**src/rtl/mem_access_ctrl_if.sv**
```systemverilog
// Request/response and byte-RAM bundle for the memory-stage sequencer.
// Slave side is the sequencer; master side is pipeline plus RAM.
interface mem_access_ctrl_if #(
  parameter int ADDR_W = 8
);
  logic              req_E;
  logic              req_RW;
  logic              req_Size;
  logic [ADDR_W-1:0] req_A;
  logic [31:0]       req_DI;
  logic              stall;
  logic              done;
  logic              misalign;
  logic [31:0]       rd_data;
  logic              m_E;
  logic              m_RW;
  logic [ADDR_W-1:0] m_A;
  logic [7:0]        m_DI;
  logic [7:0]        m_DO;

  modport slave (
    input  req_E, req_RW, req_Size, req_A, req_DI, m_DO,
    output stall, done, misalign, rd_data,
    output m_E, m_RW, m_A, m_DI
  );

  modport master (
    output req_E, req_RW, req_Size, req_A, req_DI, m_DO,
    input  stall, done, misalign, rd_data,
    input  m_E, m_RW, m_A, m_DI
  );
endinterface

```
**src/rtl/mem_access_ctrl.sv**
```systemverilog
// Memory-stage sequencer: splits byte/word loads and stores
// into single-byte RAM transactions and stalls the pipe meanwhile.
module mem_access_ctrl #(
  parameter int ADDR_W     = 8,
  parameter bit BIG_ENDIAN = 1'b1
) (
  input  logic              clk,
  input  logic              R,
  mem_access_ctrl_if.slave  bus
);

  typedef enum logic [1:0] {
    IDLE,
    XFER,
    DONE
  } state_t;

  state_t            state_q;
  state_t            state_d;
  logic [ADDR_W-1:0] base_q;
  logic              size_q;
  logic              rw_q;
  logic [31:0]       di_q;
  logic [1:0]        cnt_q;
  logic [31:0]       rd_q;
  logic              mis_q;

  logic              stall_c;
  logic              me_c;
  logic              done_c;
  logic              last;
  logic [1:0]        lane;

  assign lane = BIG_ENDIAN ? (2'd3 - cnt_q) : cnt_q;
  assign last = size_q ? (cnt_q == 2'd3) : 1'b1;

  always_comb begin
    state_d = state_q;
    stall_c = 1'b0;
    me_c    = 1'b0;
    done_c  = 1'b0;
    unique case (state_q)
      IDLE: begin
        if (bus.req_E) begin
          stall_c = 1'b1;
          state_d = XFER;
        end
      end
      XFER: begin
        stall_c = 1'b1;
        me_c    = 1'b1;
        if (last) state_d = DONE;
      end
      DONE: begin
        done_c  = 1'b1;
        state_d = IDLE;
      end
      default: state_d = IDLE;
    endcase
  end

  // Reset masks the enable so an interrupted store stops cleanly
  assign bus.stall    = stall_c & ~R;
  assign bus.m_E      = me_c & ~R;
  assign bus.m_RW     = rw_q & me_c & ~R;
  assign bus.done     = done_c & ~R;
  assign bus.misalign = done_c & ~R & mis_q;
  assign bus.rd_data  = rd_q;
  assign bus.m_A      = base_q + {{(ADDR_W-2){1'b0}}, cnt_q};
  assign bus.m_DI     = size_q ? di_q[{lane, 3'b000} +: 8]
                               : di_q[7:0];

  always_ff @(posedge clk) begin
    if (R) begin
      state_q <= IDLE;
      cnt_q   <= 2'd0;
      rd_q    <= 32'd0;
      mis_q   <= 1'b0;
    end else begin
      state_q <= state_d;
      if (state_q == IDLE && bus.req_E) begin
        size_q <= bus.req_Size;
        rw_q   <= bus.req_RW;
        di_q   <= bus.req_DI;
        cnt_q  <= 2'd0;
        mis_q  <= bus.req_Size & (|bus.req_A[1:0]);
        base_q <= bus.req_Size
                  ? {bus.req_A[ADDR_W-1:2], 2'b00}
                  : bus.req_A;
      end
      if (state_q == XFER) begin
        if (!rw_q) begin
          if (size_q) rd_q[{lane, 3'b000} +: 8] <= bus.m_DO;
          else        rd_q <= {24'd0, bus.m_DO};
        end
        if (!last) cnt_q <= cnt_q + 2'd1;
      end
    end
  end

endmodule

```
**src/flat_wrapper.sv**
```systemverilog
// flat-port wrapper written by rule: the top's interface ports become plain ports
module mem_access_ctrl_flat 
#(
  parameter int ADDR_W     = 8,
  parameter bit BIG_ENDIAN = 1'b1
)
  (clk, R, bus_req_E, bus_req_RW, bus_req_Size, bus_req_A, bus_req_DI, bus_m_DO, bus_stall, bus_done, bus_misalign, bus_rd_data, bus_m_E, bus_m_RW, bus_m_A, bus_m_DI);
  mem_access_ctrl_if #(.ADDR_W(ADDR_W)) bus_i ();
  input  logic clk;
  input  logic R;
  input wire logic [$bits(bus_i.req_E)-1:0] bus_req_E;
  input wire logic [$bits(bus_i.req_RW)-1:0] bus_req_RW;
  input wire logic [$bits(bus_i.req_Size)-1:0] bus_req_Size;
  input wire logic [$bits(bus_i.req_A)-1:0] bus_req_A;
  input wire logic [$bits(bus_i.req_DI)-1:0] bus_req_DI;
  input wire logic [$bits(bus_i.m_DO)-1:0] bus_m_DO;
  output wire logic [$bits(bus_i.stall)-1:0] bus_stall;
  output wire logic [$bits(bus_i.done)-1:0] bus_done;
  output wire logic [$bits(bus_i.misalign)-1:0] bus_misalign;
  output wire logic [$bits(bus_i.rd_data)-1:0] bus_rd_data;
  output wire logic [$bits(bus_i.m_E)-1:0] bus_m_E;
  output wire logic [$bits(bus_i.m_RW)-1:0] bus_m_RW;
  output wire logic [$bits(bus_i.m_A)-1:0] bus_m_A;
  output wire logic [$bits(bus_i.m_DI)-1:0] bus_m_DI;
  assign bus_i.req_E = bus_req_E;
  assign bus_i.req_RW = bus_req_RW;
  assign bus_i.req_Size = bus_req_Size;
  assign bus_i.req_A = bus_req_A;
  assign bus_i.req_DI = bus_req_DI;
  assign bus_i.m_DO = bus_m_DO;
  assign bus_stall = bus_i.stall;
  assign bus_done = bus_i.done;
  assign bus_misalign = bus_i.misalign;
  assign bus_rd_data = bus_i.rd_data;
  assign bus_m_E = bus_i.m_E;
  assign bus_m_RW = bus_i.m_RW;
  assign bus_m_A = bus_i.m_A;
  assign bus_m_DI = bus_i.m_DI;
  mem_access_ctrl #(.ADDR_W(ADDR_W), .BIG_ENDIAN(BIG_ENDIAN)) u_core (.clk(clk), .R(R), .bus(bus_i));
endmodule
```
**config.mk**
```make
export PLATFORM = sky130hd
export DESIGN_NAME = mem_access_ctrl_flat
export DESIGN_NICKNAME = d
export VERILOG_FILES = /design/src/rtl/mem_access_ctrl_if.sv /design/src/rtl/mem_access_ctrl.sv /design/src/flat_wrapper.sv
export SDC_FILE = /design/constraint.sdc
export NUM_CORES = 1
export LEC_CHECK = 0
export ABC_AREA = 1
export BUFFER_PORTS_ARGS = -buffer_cell sky130_fd_sc_hd__buf_4
export CORE_MARGIN = 1
export CORE_UTILIZATION = 41
export CTS_BUF_LIST = sky130_fd_sc_hd__clkbuf_8 sky130_fd_sc_hd__clkbuf_16
export CTS_CLUSTER_SIZE = 28
export DETAILED_ROUTE_END_ITERATION = 6
export GPL_TIMING_DRIVEN = 0
export PLACE_DENSITY_LB_ADDON = 0.25
export REMOVE_ABC_BUFFERS = 1
export SYNTH_ARGS = -nofsm -noshare
export SYNTH_HDL_FRONTEND = slang
export SYNTH_SLANG_ARGS = --single-unit
```
**constraint.sdc**
```tcl
create_clock -name clk -period 3.86 [get_ports clk]
set_input_delay 0.579 -clock clk [delete_from_list [all_inputs] [get_ports clk]]
set_output_delay 0.579 -clock clk [all_outputs]
set_load 0.02 [all_outputs]
```
==> results.sh, run 1 <==
export IMPL_status="finished, final reports clean"
export IMPL_firstDrtPassIters=4
export IMPL_antenna_found_initial=0
export IMPL_crit_type="register to primary output"
export IMPL_clockBufferDepth=2
export IMPL_io_buffers=105
export IMPL_rows=33
export IMPL_core_sq_um=8340
export IMPL_crit_required_ps=3280
export IMPL_die_w_um=95.5
export IMPL_fmax_mhz=305
export IMPL_cts_resized_gates=0
export IMPL_cts_buffers=9
export IMPL_cts_hold_buffers_added=0
export IMPL_drt_first_iter_violations=59
export IMPL_dpl_cell_count=625
export IMPL_clock_power_share_pct=35.8
export IMPL_cts_tree="done"
export IMPL_p_seq_share_pct=51.3
export IMPL_worstHoldPathType="input port to register"
export IMPL_syn_area_per_cell_sq_um=8.37
export IMPL_synth_seq_area_share_pct=55.9
export IMPL_finalPower_uw=1840
export IMPL_drt_total_wl_um=7600
export IMPL_min_to="u_core.di_q[0]"
export IMPL_worst_skew_pair_late_latency_ps=350
export IMPL_peakVddDrop_mv=0.215
export IMPL_wire_per_inst_um=11.9
export IMPL_hold_viol=0
export IMPL_netlist_area_sq_um=3580
export IMPL_die_h_um=95.5
export IMPL_io_pins=106
export IMPL_yosys_warnings=0
export IMPL_p_leak_uw=0.00216
export IMPL_grt_max_degree=37
export IMPL_setup_viol=0
export IMPL_grt_ovfl_total=0
export IMPL_utilization_pct=55.7
export IMPL_combPwrFrac_pct=12.9
export IMPL_arrival_ps=2700
export IMPL_p_int_uw=1400
export IMPL_synth_seq_cells=79
export IMPL_hpwlAfterDp_um=5430
export IMPL_power_switching_uw=447
export IMPL_post_route_min_period_ps=3280
export IMPL_drive_gt1_share_pct=25.6
export IMPL_fin_skew_ps=9.88
export IMPL_timing_rr_end="u_core.bus.rd_data[27]"
export IMPL_fin_cells=641
export IMPL_cts_max_level=3
export IMPL_rsz0062_at_grt="false"
export IMPL_grt_pass1_vias=2743
export IMPL_syn_to_final_growth_pct=29.7
export IMPL_clock_sinks=79
export IMPL_viasPerCell=4.65
export IMPL_endpoint_kind="primary output"
export IMPL_clock_root_buffer="clkbuf_8"
export IMPL_maxSlewViolCount=0
export IMPL_r2r_slack_ps=1010
export IMPL_tns_ps=0
export IMPL_crit_path_start_kind="register"
export IMPL_drv_cap=0
export IMPL_dieArea_sq_um=9120
export IMPL_power_density_nw_per_um2=397
export IMPL_fin_crit_sh_pct=85.1
export IMPL_swShare_pct=24.3
export IMPL_crit_fanout=23
export IMPL_worstMarginPinSlew_ps=974
export IMPL_synthCells=428
export IMPL_post_cts_buffers=0
export IMPL_reg2reg_from="u_core.cnt_q[0]"
export IMPL_start_util_pct=43.0
export IMPL_grt_usage_pct=17.5
export IMPL_postRouteAntennaNets=0
export IMPL_r2r_cells=7
export IMPL_min_path_cells=1
export IMPL_drc_errors=0
export IMPL_synthDistinctLibCells=24
export IMPL_grt_pass1_wl_um=12000
export IMPL_vias=2982
export IMPL_fin_nets=592
export IMPL_path_clk_slew_ps=80
export IMPL_max_slew_margin_pct=35.0
export IMPL_hp_start="bus_req_DI[0]"
export IMPL_diodes=0
export IMPL_gp_congestion=0.768
==> worst max-delay path, stage by stage (launching register included) <==
cell,delay [ps]
dfxtp_1,900
inv_1,600
o21ai_2,500
nand2_1,110
nand2_1,100
buf_4,140
==> logic make-up after synthesis <==
logic type,count (synthesis),share of synthesized area [%]
AO/OA/AOI/OAI,33,4.71
XOR/XNOR,5,1.22
adder cells (fa/ha/maj),8,3.00
buffers and inverters,53,6.98
flip-flops,79,55.9
AND/OR/NAND/NOR,250,28.2
==> Yosys cell counts (all sizes together) <==
master	number	area share [%]
a21oi	14	2.0
buf	12	2.7
nand3b	1	0.21
nor2	104	12
o21ai	19	2.8
xnor2	2	0.49
dfxtp	37	21
edfxtp	42	35
clkbuf	2	0.21
nor3	2	0.28
nand2	131	14
fa	1	0.56
nand3	11	1.5
inv	39	4.1
ha	7	2.4
and2	1	0.17
xor2	3	0.73
==> cell type report <==
cell class / count / area (sq um)
repair buffers: 106 / 808
clock buffers: 12 / 176
fillers: 799 / 3690
well taps: 105 / 131
flip-flops and latches: 79 / 2000
multi-input cells: 296 / 1340
inverters: 39 / 146
clock inverters: 4 / 45.0
==> power by group through the flow <==
stage,registers (uW),clock network [uW],logic [uW]
2_1_floorplan,978,0,111
3_3_place_gp,966,0,233
3_5_place_dp,965,0,240
4_1_cts,946,673,241
5_1_grt,950,705,264
6_report,945,660,238
==> state kept, by name, summed over array words and instances, names as in the netlist <==
| signal | count |
|---|---|
| u_core.state_q | 2 |
| u_core.di_q | 32 |
| u_core.bus.rd_data | 32 |
| u_core.cnt_q | 2 |
| u_core.mis_q | 1 |
| u_core.size_q | 1 |
| u_core.base_q | 8 |
| u_core.rw_q | 1 |
==> metal layers <==
metal	wire length [um]	GRT usage (%)	vias up
met4	111	6.34	0
met3	415	3.99	12
met1	3350	20.6	1346
met5	0	0	-
met2	3730	31.0	84
li1	-	-	1540
==> per-stage QoR <==
stage               hold slack [ps]  worst slack [ps]  area (sq um)
finish                          401               577          4650
global route                    381               308          4650
CTS                             389               517          4650
detailed placement              475               912          4430
global placement                464               112          4400
floorplan                       447               858          3480
==> cells in the final DEF, fill, tap and decap left out, types with 2 or more instances in the layout <==
cell and count:
a21oi_1 14, buf_4 105, clkbuf_8 11, dfxtp_1 37, edfxtp_1 42, ha_1 7, inv_1 38, inv_2 3
nand2_1 127, nand2_2 4, nand3_1 11, nor2_1 95, nor2_2 4, nor2_4 5, nor3_1 2, o21ai_0 18
xnor2_1 2, xor2_1 3
==> worst max-delay path by stage <==
stage / from / to / slack (ps) / cells after the start
after CTS: u_core.cnt_q[0] / bus_m_DI[1] / 520 / 5
after global placement: bus_req_E / u_core.di_q[5] / 110 / 3
final: u_core.cnt_q[0] / bus_m_DI[1] / 580 / 5
after floorplan: bus_req_E / u_core.base_q[0] / 860 / 2
after global routing: u_core.cnt_q[0] / bus_m_DI[0] / 310 / 5
after detailed placement: u_core.cnt_q[0] / bus_m_DI[1] / 910 / 5
(Power assumes the default switching activity.)
==> inputs of run 2 (changes only) <==
--- a/config.mk
+++ b/config.mk
@@ -12,7 +12,6 @@
 export CTS_BUF_LIST = sky130_fd_sc_hd__clkbuf_8 sky130_fd_sc_hd__clkbuf_16
 export CTS_CLUSTER_SIZE = 28
 export DETAILED_ROUTE_END_ITERATION = 6
-export GPL_TIMING_DRIVEN = 0
 export PLACE_DENSITY_LB_ADDON = 0.25
 export REMOVE_ABC_BUFFERS = 1
 export SYNTH_ARGS = -nofsm -noshare
==> results.sh, run 2 (same netlist as run 1, synthesis figures left out) <==
export IMPL_r2r_cells=7
export IMPL_cts_buffers=9
export IMPL_drc_errors=0
export IMPL_drv_cap=0
export IMPL_fin_crit_sh_pct=81.1
export IMPL_swShare_pct=25.8
export IMPL_cts_max_level=3
export IMPL_dieArea_sq_um=9120
export IMPL_firstDrtPassIters=4
export IMPL_wire_per_inst_um=12.1
export IMPL_crit_type="register to primary output"
export IMPL_maxSlewViolCount=0
export IMPL_drt_total_wl_um=7740
export IMPL_cts_resized_gates=0
export IMPL_fin_nets=591
export IMPL_clock_power_share_pct=33.8
export IMPL_gp_congestion=0.828
export IMPL_fin_skew_ps=4.12
export IMPL_p_int_uw=1320
export IMPL_worstHoldPathType="input port to register"
export IMPL_peakVddDrop_mv=0.268
export IMPL_core_sq_um=8340
export IMPL_grt_ovfl_total=0
export IMPL_vias=2968
export IMPL_tns_ps=0
export IMPL_syn_to_final_growth_pct=28.5
export IMPL_setup_viol=0
export IMPL_worst_skew_pair_late_latency_ps=350
export IMPL_drt_first_iter_violations=111
export IMPL_clock_sinks=79
export IMPL_whs_ps=398
export IMPL_hp_start="bus_req_DI[9]"
export IMPL_crit_required_ps=3280
export IMPL_crit_path_max_incr_delay_ps=820
export IMPL_cts_tree="done"
export IMPL_clock_root_buffer="clkbuf_8"
export IMPL_rsz0062_at_grt="false"
export IMPL_hold_viol=0
export IMPL_combPwrFrac_pct=13.2
export IMPL_crit_fanout=23
export IMPL_r2r_slack_ps=1180
export IMPL_cts_hold_buffers_added=0
export IMPL_grt_max_degree=43
export IMPL_die_w_um=95.5
export IMPL_rows=33
export IMPL_min_path_cells=1
export IMPL_worstMarginPinSlew_ps=1110
export IMPL_io_pins=106
export IMPL_diodes=0
export IMPL_antenna_found_initial=0
export IMPL_power_density_nw_per_um2=388
export IMPL_viasPerCell=4.64
export IMPL_power_switching_uw=461
export IMPL_grt_pass1_vias=2804
export IMPL_arrival_ps=2550
export IMPL_reg2reg_from="u_core.cnt_q[0]"
export IMPL_pre_cts_slack_ps=1100
export IMPL_crit_family="flip-flops"
export IMPL_io_buffers=105
export IMPL_status="finished, final reports clean"
export IMPL_cp_cell_sequence="inv_1 > o21ai_2 > nand2_1 > nand2_1 > buf_4"
export IMPL_grt_usage_pct=18.1
export IMPL_postRouteAntennaNets=0
export IMPL_p_leak_uw=0.00213
export IMPL_die_h_um=95.5
export IMPL_setup_ws_ps=729
export IMPL_drive_gt1_share_pct=25.6
export IMPL_grt_pass1_wl_um=12500
export IMPL_p_seq_share_pct=53.0
export IMPL_timing_rr_end="u_core.bus.rd_data[29]"
export IMPL_crit_path_start_kind="register"
export IMPL_fin_cells=640
export IMPL_path_clk_slew_ps=80
export IMPL_crit_top_cell="nand2_1"
export IMPL_clockBufferDepth=2
export IMPL_cp_num_buf_inv=2
export IMPL_max_slew_margin_pct=25.6
export IMPL_fmax_mhz=319
export IMPL_hpwlAfterDp_um=5650
export IMPL_min_to="u_core.di_q[9]"
export IMPL_layout_common_cells="nand2_1 (127), buf_4 (105), nor2_1 (95)"
export IMPL_start_util_pct=43.0
export IMPL_endpoint_kind="primary output"
export IMPL_path_depth=5
export IMPL_dpl_cell_count=624
export IMPL_post_cts_buffers=0
export IMPL_post_route_min_period_ps=3130
export IMPL_final_common_cell="nand2_1"
export IMPL_critPathSlowestCell="dfxtp_1"
[run 2: cell count changes in the layout (fill, tap and decap cells not counted)]
cell        change
clkinvlp_2      +1
clkbuf_8        -2
clkinv_1        +1
inv_1           -2
clkbuf_16       -1
clkinv_4        +2
buf_12          -1
inv_6           +1
[run 2: worst max path at each step]
| stage | startpoint | end | slack, ps |
|---|---|---|---|
| 2_1_floorplan | bus_req_E | u_core.base_q[0] | 860 |
| 4_1_cts | u_core.cnt_q[0] | bus_m_DI[3] | 700 |
| 5_1_grt | u_core.cnt_q[0] | bus_m_DI[3] | 390 |
| 6_report | u_core.cnt_q[0] | bus_m_DI[3] | 730 |
| 3_3_place_gp | u_core.cnt_q[0] | bus_m_A[6] | 1170 |
| 3_5_place_dp | u_core.cnt_q[0] | bus_m_DI[3] | 1100 |
[run 2: per-layer routing]
| layer | vias up | track usage, % | routed length, um | share of wire [%] |
|---|---|---|---|---|
| met1 | 1334 | 20.4 | 3260 | 42 |
| met5 | - | 0 | 0 | 0 |
| met4 | 0 | 4.48 | 95 | 1.2 |
| met2 | 92 | 31.7 | 3820 | 49 |
| li1 | 1533 | - | - | - |
| met3 | 9 | 7.34 | 571 | 7.4 |
[run 2: area by class of cell]
type / instances / area, sq um
Clock buffer: 9 / 124
Sequential cell: 79 / 2000
Inverter: 39 / 146
Tap cell: 105 / 131
Multi-Input combinational cell: 296 / 1340
Timing Repair Buffer: 105 / 788
Clock inverter: 7 / 72.6
Fill cell: 821 / 3740
[run 2: power by group through the flow]
stage / registers, uW / clock network (uW) / logic, uW
after detailed placement: 965 / 0 / 238
after floorplan: 978 / 0 / 111
after CTS: 946 / 622 / 238
after global placement: 964 / 0 / 234
after global routing: 951 / 653 / 263
final: 945 / 604 / 236
[run 2: worst register-to-register path: cells and delay by family (launching register included)]
| kind | cells | cell delay (ps) |
|---|---|---|
| flops | 1 | 820 |
| simple gates | 5 | 790 |
| buf+inv | 1 | 540 |
| fa+ha+maj | 1 | 480 |
[run 2: per-stage QoR]
step,utilization (%),cell area (sq um),total power (uW)
global route,55.2,4600,1870
CTS,55.2,4600,1810
global placement,52.8,4410,1200
floorplan,-,3480,1090
detailed placement,52.8,4410,1200
finish,55.2,4600,1780
